===== src/rtl/mmio_bus_fabric.sv =====
// Single-master MMIO fabric: decodes a 3-bit slave index from the address, runs a
// chip-select handshake with wait/timeout, and keeps a sticky first-fault record.
module mmio_bus_fabric #(
  parameter int unsigned     NSLV     = 4,
  parameter int unsigned     DW       = 32,
  parameter int unsigned     AW       = 32,
  parameter int unsigned     SEL_LSB  = 12,
  parameter int unsigned     TIMEOUT  = 16,
  parameter logic [DW-1:0]   ERR_DATA = DW'(32'hDEADBEEF)
) (
  input  logic               clk,
  input  logic               reset,
  input  logic               m_req,
  input  logic               m_we,
  input  logic [AW-1:0]      m_addr,
  input  logic [DW-1:0]      m_wdata,
  output logic [DW-1:0]      m_rdata,
  output logic               m_ack,
  output logic               m_err,
  output logic [NSLV-1:0]    s_cs_n,
  output logic               s_we,
  output logic [11:0]        s_addr,
  output logic [DW-1:0]      s_wdata,
  input  logic [NSLV*DW-1:0] s_rdata,
  input  logic [NSLV-1:0]    s_ready,
  output logic               irq_err,
  output logic [AW-1:0]      err_addr,
  input  logic               err_clr
);

  localparam int unsigned CW = 8;
  localparam int unsigned IW = 3;

  typedef enum logic [1:0] {IDLE, ACCESS, RESP} state_e;

  state_e          state_q,    state_d;
  logic            we_q,       we_d;
  logic [AW-1:0]   addr_q,     addr_d;
  logic [DW-1:0]   wdata_q,    wdata_d;
  logic [IW-1:0]   idx_q,      idx_d;
  logic [NSLV-1:0] cs_n_q,     cs_n_d;
  logic [CW-1:0]   cnt_q,      cnt_d;
  logic            ack_q,      ack_d;
  logic            merr_q,     merr_d;
  logic [DW-1:0]   rdata_q,    rdata_d;
  logic            irq_q,      irq_d;
  logic [AW-1:0]   err_addr_q, err_addr_d;

  logic            sel_rdy;
  logic [DW-1:0]   sel_rdata;
  logic [IW-1:0]   idx_in;
  logic            new_err;
  logic [AW-1:0]   fault_addr;

  // Next-state and datapath for the transfer FSM and the sticky error record
  always_comb begin
    state_d    = state_q;
    we_d       = we_q;
    addr_d     = addr_q;
    wdata_d    = wdata_q;
    idx_d      = idx_q;
    cs_n_d     = cs_n_q;
    cnt_d      = cnt_q;
    ack_d      = 1'b0;
    merr_d     = 1'b0;
    rdata_d    = rdata_q;
    irq_d      = irq_q;
    err_addr_d = err_addr_q;
    new_err    = 1'b0;
    fault_addr = addr_q;
    idx_in     = m_addr[SEL_LSB +: IW];

    // Only the selected slave's ready and read data are looked at
    sel_rdy   = 1'b0;
    sel_rdata = '0;
    for (int unsigned i = 0; i < NSLV; i++) begin
      if (idx_q == IW'(i)) begin
        sel_rdy   = s_ready[i];
        sel_rdata = s_rdata[i*DW +: DW];
      end
    end

    unique case (state_q)
      IDLE: begin
        if (m_req) begin
          we_d    = m_we;
          addr_d  = m_addr;
          wdata_d = m_wdata;
          idx_d   = idx_in;
          if (32'(idx_in) < NSLV) begin
            for (int unsigned i = 0; i < NSLV; i++) begin
              cs_n_d[i] = (idx_in != IW'(i));
            end
            cnt_d   = '0;
            state_d = ACCESS;
          end else begin
            state_d    = RESP;
            ack_d      = 1'b1;
            merr_d     = 1'b1;
            new_err    = 1'b1;
            fault_addr = m_addr;
            if (!m_we) rdata_d = ERR_DATA;
          end
        end
      end
      ACCESS: begin
        if (sel_rdy) begin
          cs_n_d  = '1;
          state_d = RESP;
          ack_d   = 1'b1;
          if (!we_q) rdata_d = sel_rdata;
        end else if (cnt_q == CW'(TIMEOUT - 1)) begin
          cs_n_d  = '1;
          state_d = RESP;
          ack_d   = 1'b1;
          merr_d  = 1'b1;
          new_err = 1'b1;
          if (!we_q) rdata_d = ERR_DATA;
        end else begin
          cnt_d = cnt_q + CW'(1);
        end
      end
      RESP: begin
        state_d = IDLE;
      end
      default: begin
        state_d = IDLE;
        cs_n_d  = '1;
      end
    endcase

    // A new fault outranks a same-cycle clear; otherwise the first fault is kept
    if (new_err) begin
      irq_d = 1'b1;
      if (!irq_q || err_clr) err_addr_d = fault_addr;
    end else if (err_clr) begin
      irq_d = 1'b0;
    end
  end

  always_ff @(posedge clk or posedge reset) begin
    if (reset) begin
      state_q    <= IDLE;
      we_q       <= 1'b0;
      addr_q     <= '0;
      wdata_q    <= '0;
      idx_q      <= '0;
      cs_n_q     <= '1;
      cnt_q      <= '0;
      ack_q      <= 1'b0;
      merr_q     <= 1'b0;
      rdata_q    <= '0;
      irq_q      <= 1'b0;
      err_addr_q <= '0;
    end else begin
      state_q    <= state_d;
      we_q       <= we_d;
      addr_q     <= addr_d;
      wdata_q    <= wdata_d;
      idx_q      <= idx_d;
      cs_n_q     <= cs_n_d;
      cnt_q      <= cnt_d;
      ack_q      <= ack_d;
      merr_q     <= merr_d;
      rdata_q    <= rdata_d;
      irq_q      <= irq_d;
      err_addr_q <= err_addr_d;
    end
  end

  assign m_rdata  = rdata_q;
  assign m_ack    = ack_q;
  assign m_err    = merr_q;
  assign s_cs_n   = cs_n_q;
  assign s_we     = we_q;
  assign s_addr   = addr_q[11:0];
  assign s_wdata  = wdata_q;
  assign irq_err  = irq_q;
  assign err_addr = err_addr_q;

endmodule


===== config.mk =====
export PLATFORM = sky130hd
export DESIGN_NAME = mmio_bus_fabric
export DESIGN_NICKNAME = d
export VERILOG_FILES = /design/src/rtl/mmio_bus_fabric.sv
export SDC_FILE = /design/constraint.sdc
export NUM_CORES = 1
export LEC_CHECK = 0
export CORE_MARGIN = 2
export CORE_UTILIZATION = 30
export CTS_CLUSTER_DIAMETER = 150
export CTS_CLUSTER_SIZE = 24
export DETAILED_ROUTE_END_ITERATION = 10
export GPL_ROUTABILITY_DRIVEN = 1
export PLACE_DENSITY = 0.66
export SYNTH_ARGS = -nofsm -noshare
export SYNTH_HDL_FRONTEND = slang
export SYNTH_SLANG_ARGS = --single-unit

===== constraint.sdc =====
create_clock -name clk -period 7.42 [get_ports clk]
set_clock_uncertainty 0.05 [all_clocks]
set_input_delay 2.226 -clock clk [delete_from_list [all_inputs] [get_ports clk]]
set_output_delay 2.226 -clock clk [all_outputs]
set_load 0.01 [all_outputs]

==> metrics.txt <==
Post-CTS Setup Inserts=0; drt total wl=around 21 mm; Bufs on Longest Clock Path=2; post-cts resize count=0; synthesized area=7050 µm²; nets=slightly above 1000; Final setup violation count=0; Tmin final=4470 ps; warning count from the yosys run=0; Rows=56; largest area contributor in the netlist=dfrtp_1; sequential fraction of the synthesis area=roughly 52%; largest net degree at the start of global routing=93; Max Clock Freq=roughly 220 MHz; Clock Sinks=between 100 and 150; Startpoint Class=primary input; max cap viols=0; clk slew on worst S/H paths=60 ps; first-pass GRT wire length=approximately 32 mm; routability cong.=approximately 0.75; share of cells above drive strength 1=approximately 22%; Final Hold Viols=0; kind of critical path=primary input to register; status=completed; placed insts=between 1000 and 1500; Die Y=roughly 160 µm; Starting Density=a little under a third; Crit. End Element=register; Arr. time, crit path=4660 ps; hold buffer count at CTS=0; Critical Path RT=7610 ps; IO buf count=around 320; Num CTS Buffers=17; hold_ws=~450 ps; RSZ-0062 raised after global routing=no; CTS H-tree depth=4; Diodes inserted=0; Synth cell types=between 40 and 50; vias=5628; Mapped Cells=between 500 and 600; global route overflow=0; top-area cell type share of the netlist area=50.4%; Mapped Nets=approximately 740; Starting DRT DRC Count=slightly below 200; vias in the first global route=between 5000 and 6000; clk_lat worst skew=around 400 ps; die footprint=roughly 25000 µm²; Root Buffer=clkbuf_16; worst hold path class=register to register; maximum fanout along the worst path=38; main area contributors after synthesis=dfrtp_1, mux2_2, mux4_2, o221a_1, a2111oi_0; period utilisation layout=60.2%; relative slew slack=16.0%; Synth Register Bits=146; max-slew violations=0; Leakage Power=just over 4 nW; All-Layer GR Usage=16.9%; hpwl dp=approximately 15 mm; die width=157 µm; post-DR vias/cell=~5; initial antenna violation count=0; DRT Pass-1 Iters=5; Pwr Density=about 380 nW/µm²; Area Overhead vs Synth=55.3%; # IOs=around 320; Slew @ Worst Pin=between 1000 and 1500 ps; pre-CTS WS=roughly 2500 ps; setup TNS=0 ps; Non-Filler Instances=approximately 1100; Final WS setup=slightly below 3000 ps; Routed WL per cell=18.1 µm; Mean Syn Cell Area=about 13 µm²; Peak VDD IR=about 0.14 mV; core box area=approximately 23000 µm²; antenna viol nets, final=0; TritonCTS clock tree=yes; fill count=2156; number of remaining DRC errors=0
## final timing paths
kind                            startpoint           to  slack [ps]  depth (start not counted)
worst min register to register   s_cs_n[2]    s_cs_n[2]         450                          1
min in group asynchronous            reset  s_wdata[26]        2300                          2
worst min-delay path             s_cs_n[2]    s_cs_n[2]         450                          1
worst max-delay path            s_ready[1]   m_rdata[4]        2950                          6
max in group asynchronous            reset    addr_q[7]        3750                          3
worst max register to register  addr_q[13]   m_rdata[4]        4260                          5
## metrics by stage
stage / cell area, µm² / utilization (%) / power [mW]
floorplan: 7050 / - / 2.43
detailed placement: 10400 / 44.6 / 3.34
CTS: 10900 / 47.1 / 4.19
finish: 10900 / 47.1 / 4.13
global placement: 10400 / 44.6 / 3.31
global route: 10900 / 47.1 / 4.39
## cell type report
type                            count  area (µm²)  area share (%)
Clock inverter                     11         104           0.949
Clock buffer                       20         467            4.26
Tap cell                          319         399            3.65
Multi-Input combinational cell    322        3070            28.0
Inverter                            5        23.8           0.217
Sequential cell                   146        3660            33.4
Timing Repair Buffer              324        3220            29.4
## cell usage after synthesis (all sizes together)
cell     instances
a2111oi         24
a21oi           26
a2bb2oi          1
a31oi            1
and2             2
and3             3
buf             38
clkbuf          22
dfrtp          142
dfstp            4
ha               1
inv              5
mux2            64
mux2i            5
mux4            32
nand2           31
nand2b           4
nand3           14
nand4            1
nand4bb          1
nor2             3
nor2b            2
nor3             1
nor3b            4
nor4             1
o211ai           1
o21a             1
o21ai           14
o221a           31
o221ai           1
o22a             2
o22ai            1
o311ai           2
o31ai           11
o32a             1
o41ai            1
or2             33
or3              1
or4              1
## flip-flops by register name, summed over array words and instances, names as in the netlist
name and cells:
m_ack 1, m_rdata 32, state_q 2, addr_q 32
s_wdata 32, s_we 1, err_addr 32, m_err 1
s_cs_n 4, irq_err 1, cnt_q 8
## layer usage
metal  track usage, %  wire, µm  vias to the layer above
li1                 -         -                     2595
met3             5.64      1700                       17
met2             27.2      9890                      235
met1             21.6      8940                     2781
met5                0         0                        -
met4             4.68       261                        0
## critical path: stages
cell and delay, ps:
clkdlybuf4s50_1 520, mux2i_4 90, o22ai_2 170, buf_4 380, and2_1 1030, o31ai_1 200
## cells by family after synthesis
family,count (synthesis),share of synthesized area (%)
adder cells (fa/ha/maj),1,0.177
AND/OR/NAND/NOR,102,8.09
multiplexers,101,21.5
buffers and inverters,65,4.90
AO/OA/AOI/OAI,118,13.4
flip-flops,146,51.9
## power by group
group / internal (mW) / switching (mW) / leakage [nW]
combinational: 1.11 / 0.755 / 2.19
clock: 0.488 / 0.346 / 0.267
sequential: 1.17 / 0.261 / 1.67
## cells in the final DEF (no fill, tap or decap), types with 2 or more instances in the layout
master	netlist	layout
clkdlybuf4s50_1	0	316
dfrtp_1	142	140
mux2_2	64	64
mux4_2	32	32
or2_2	31	31
nand2_1	31	31
o221a_1	30	30
a21oi_1	26	26
a2111oi_0	24	24
clkbuf_16	0	17
nand3_1	14	14
o21ai_0	13	13
o31ai_1	11	11
buf_4	12	8
clkinvlp_4	0	5
nand2b_1	4	4
inv_1	5	4
dfstp_2	4	4
and3_1	3	3
nor2_1	3	3
inv_6	0	3
mux2i_1	3	3
clkbuf_8	0	3
nor3b_4	0	2
mux2i_4	2	2
or2_1	2	2
nor2b_1	2	2
and2_1	2	2
o311ai_0	2	2
nor3b_1	2	2
o22a_1	2	2
dfrtp_2	0	2
clkinv_2	0	2
Note: power is estimated with default switching activity, not from simulation.
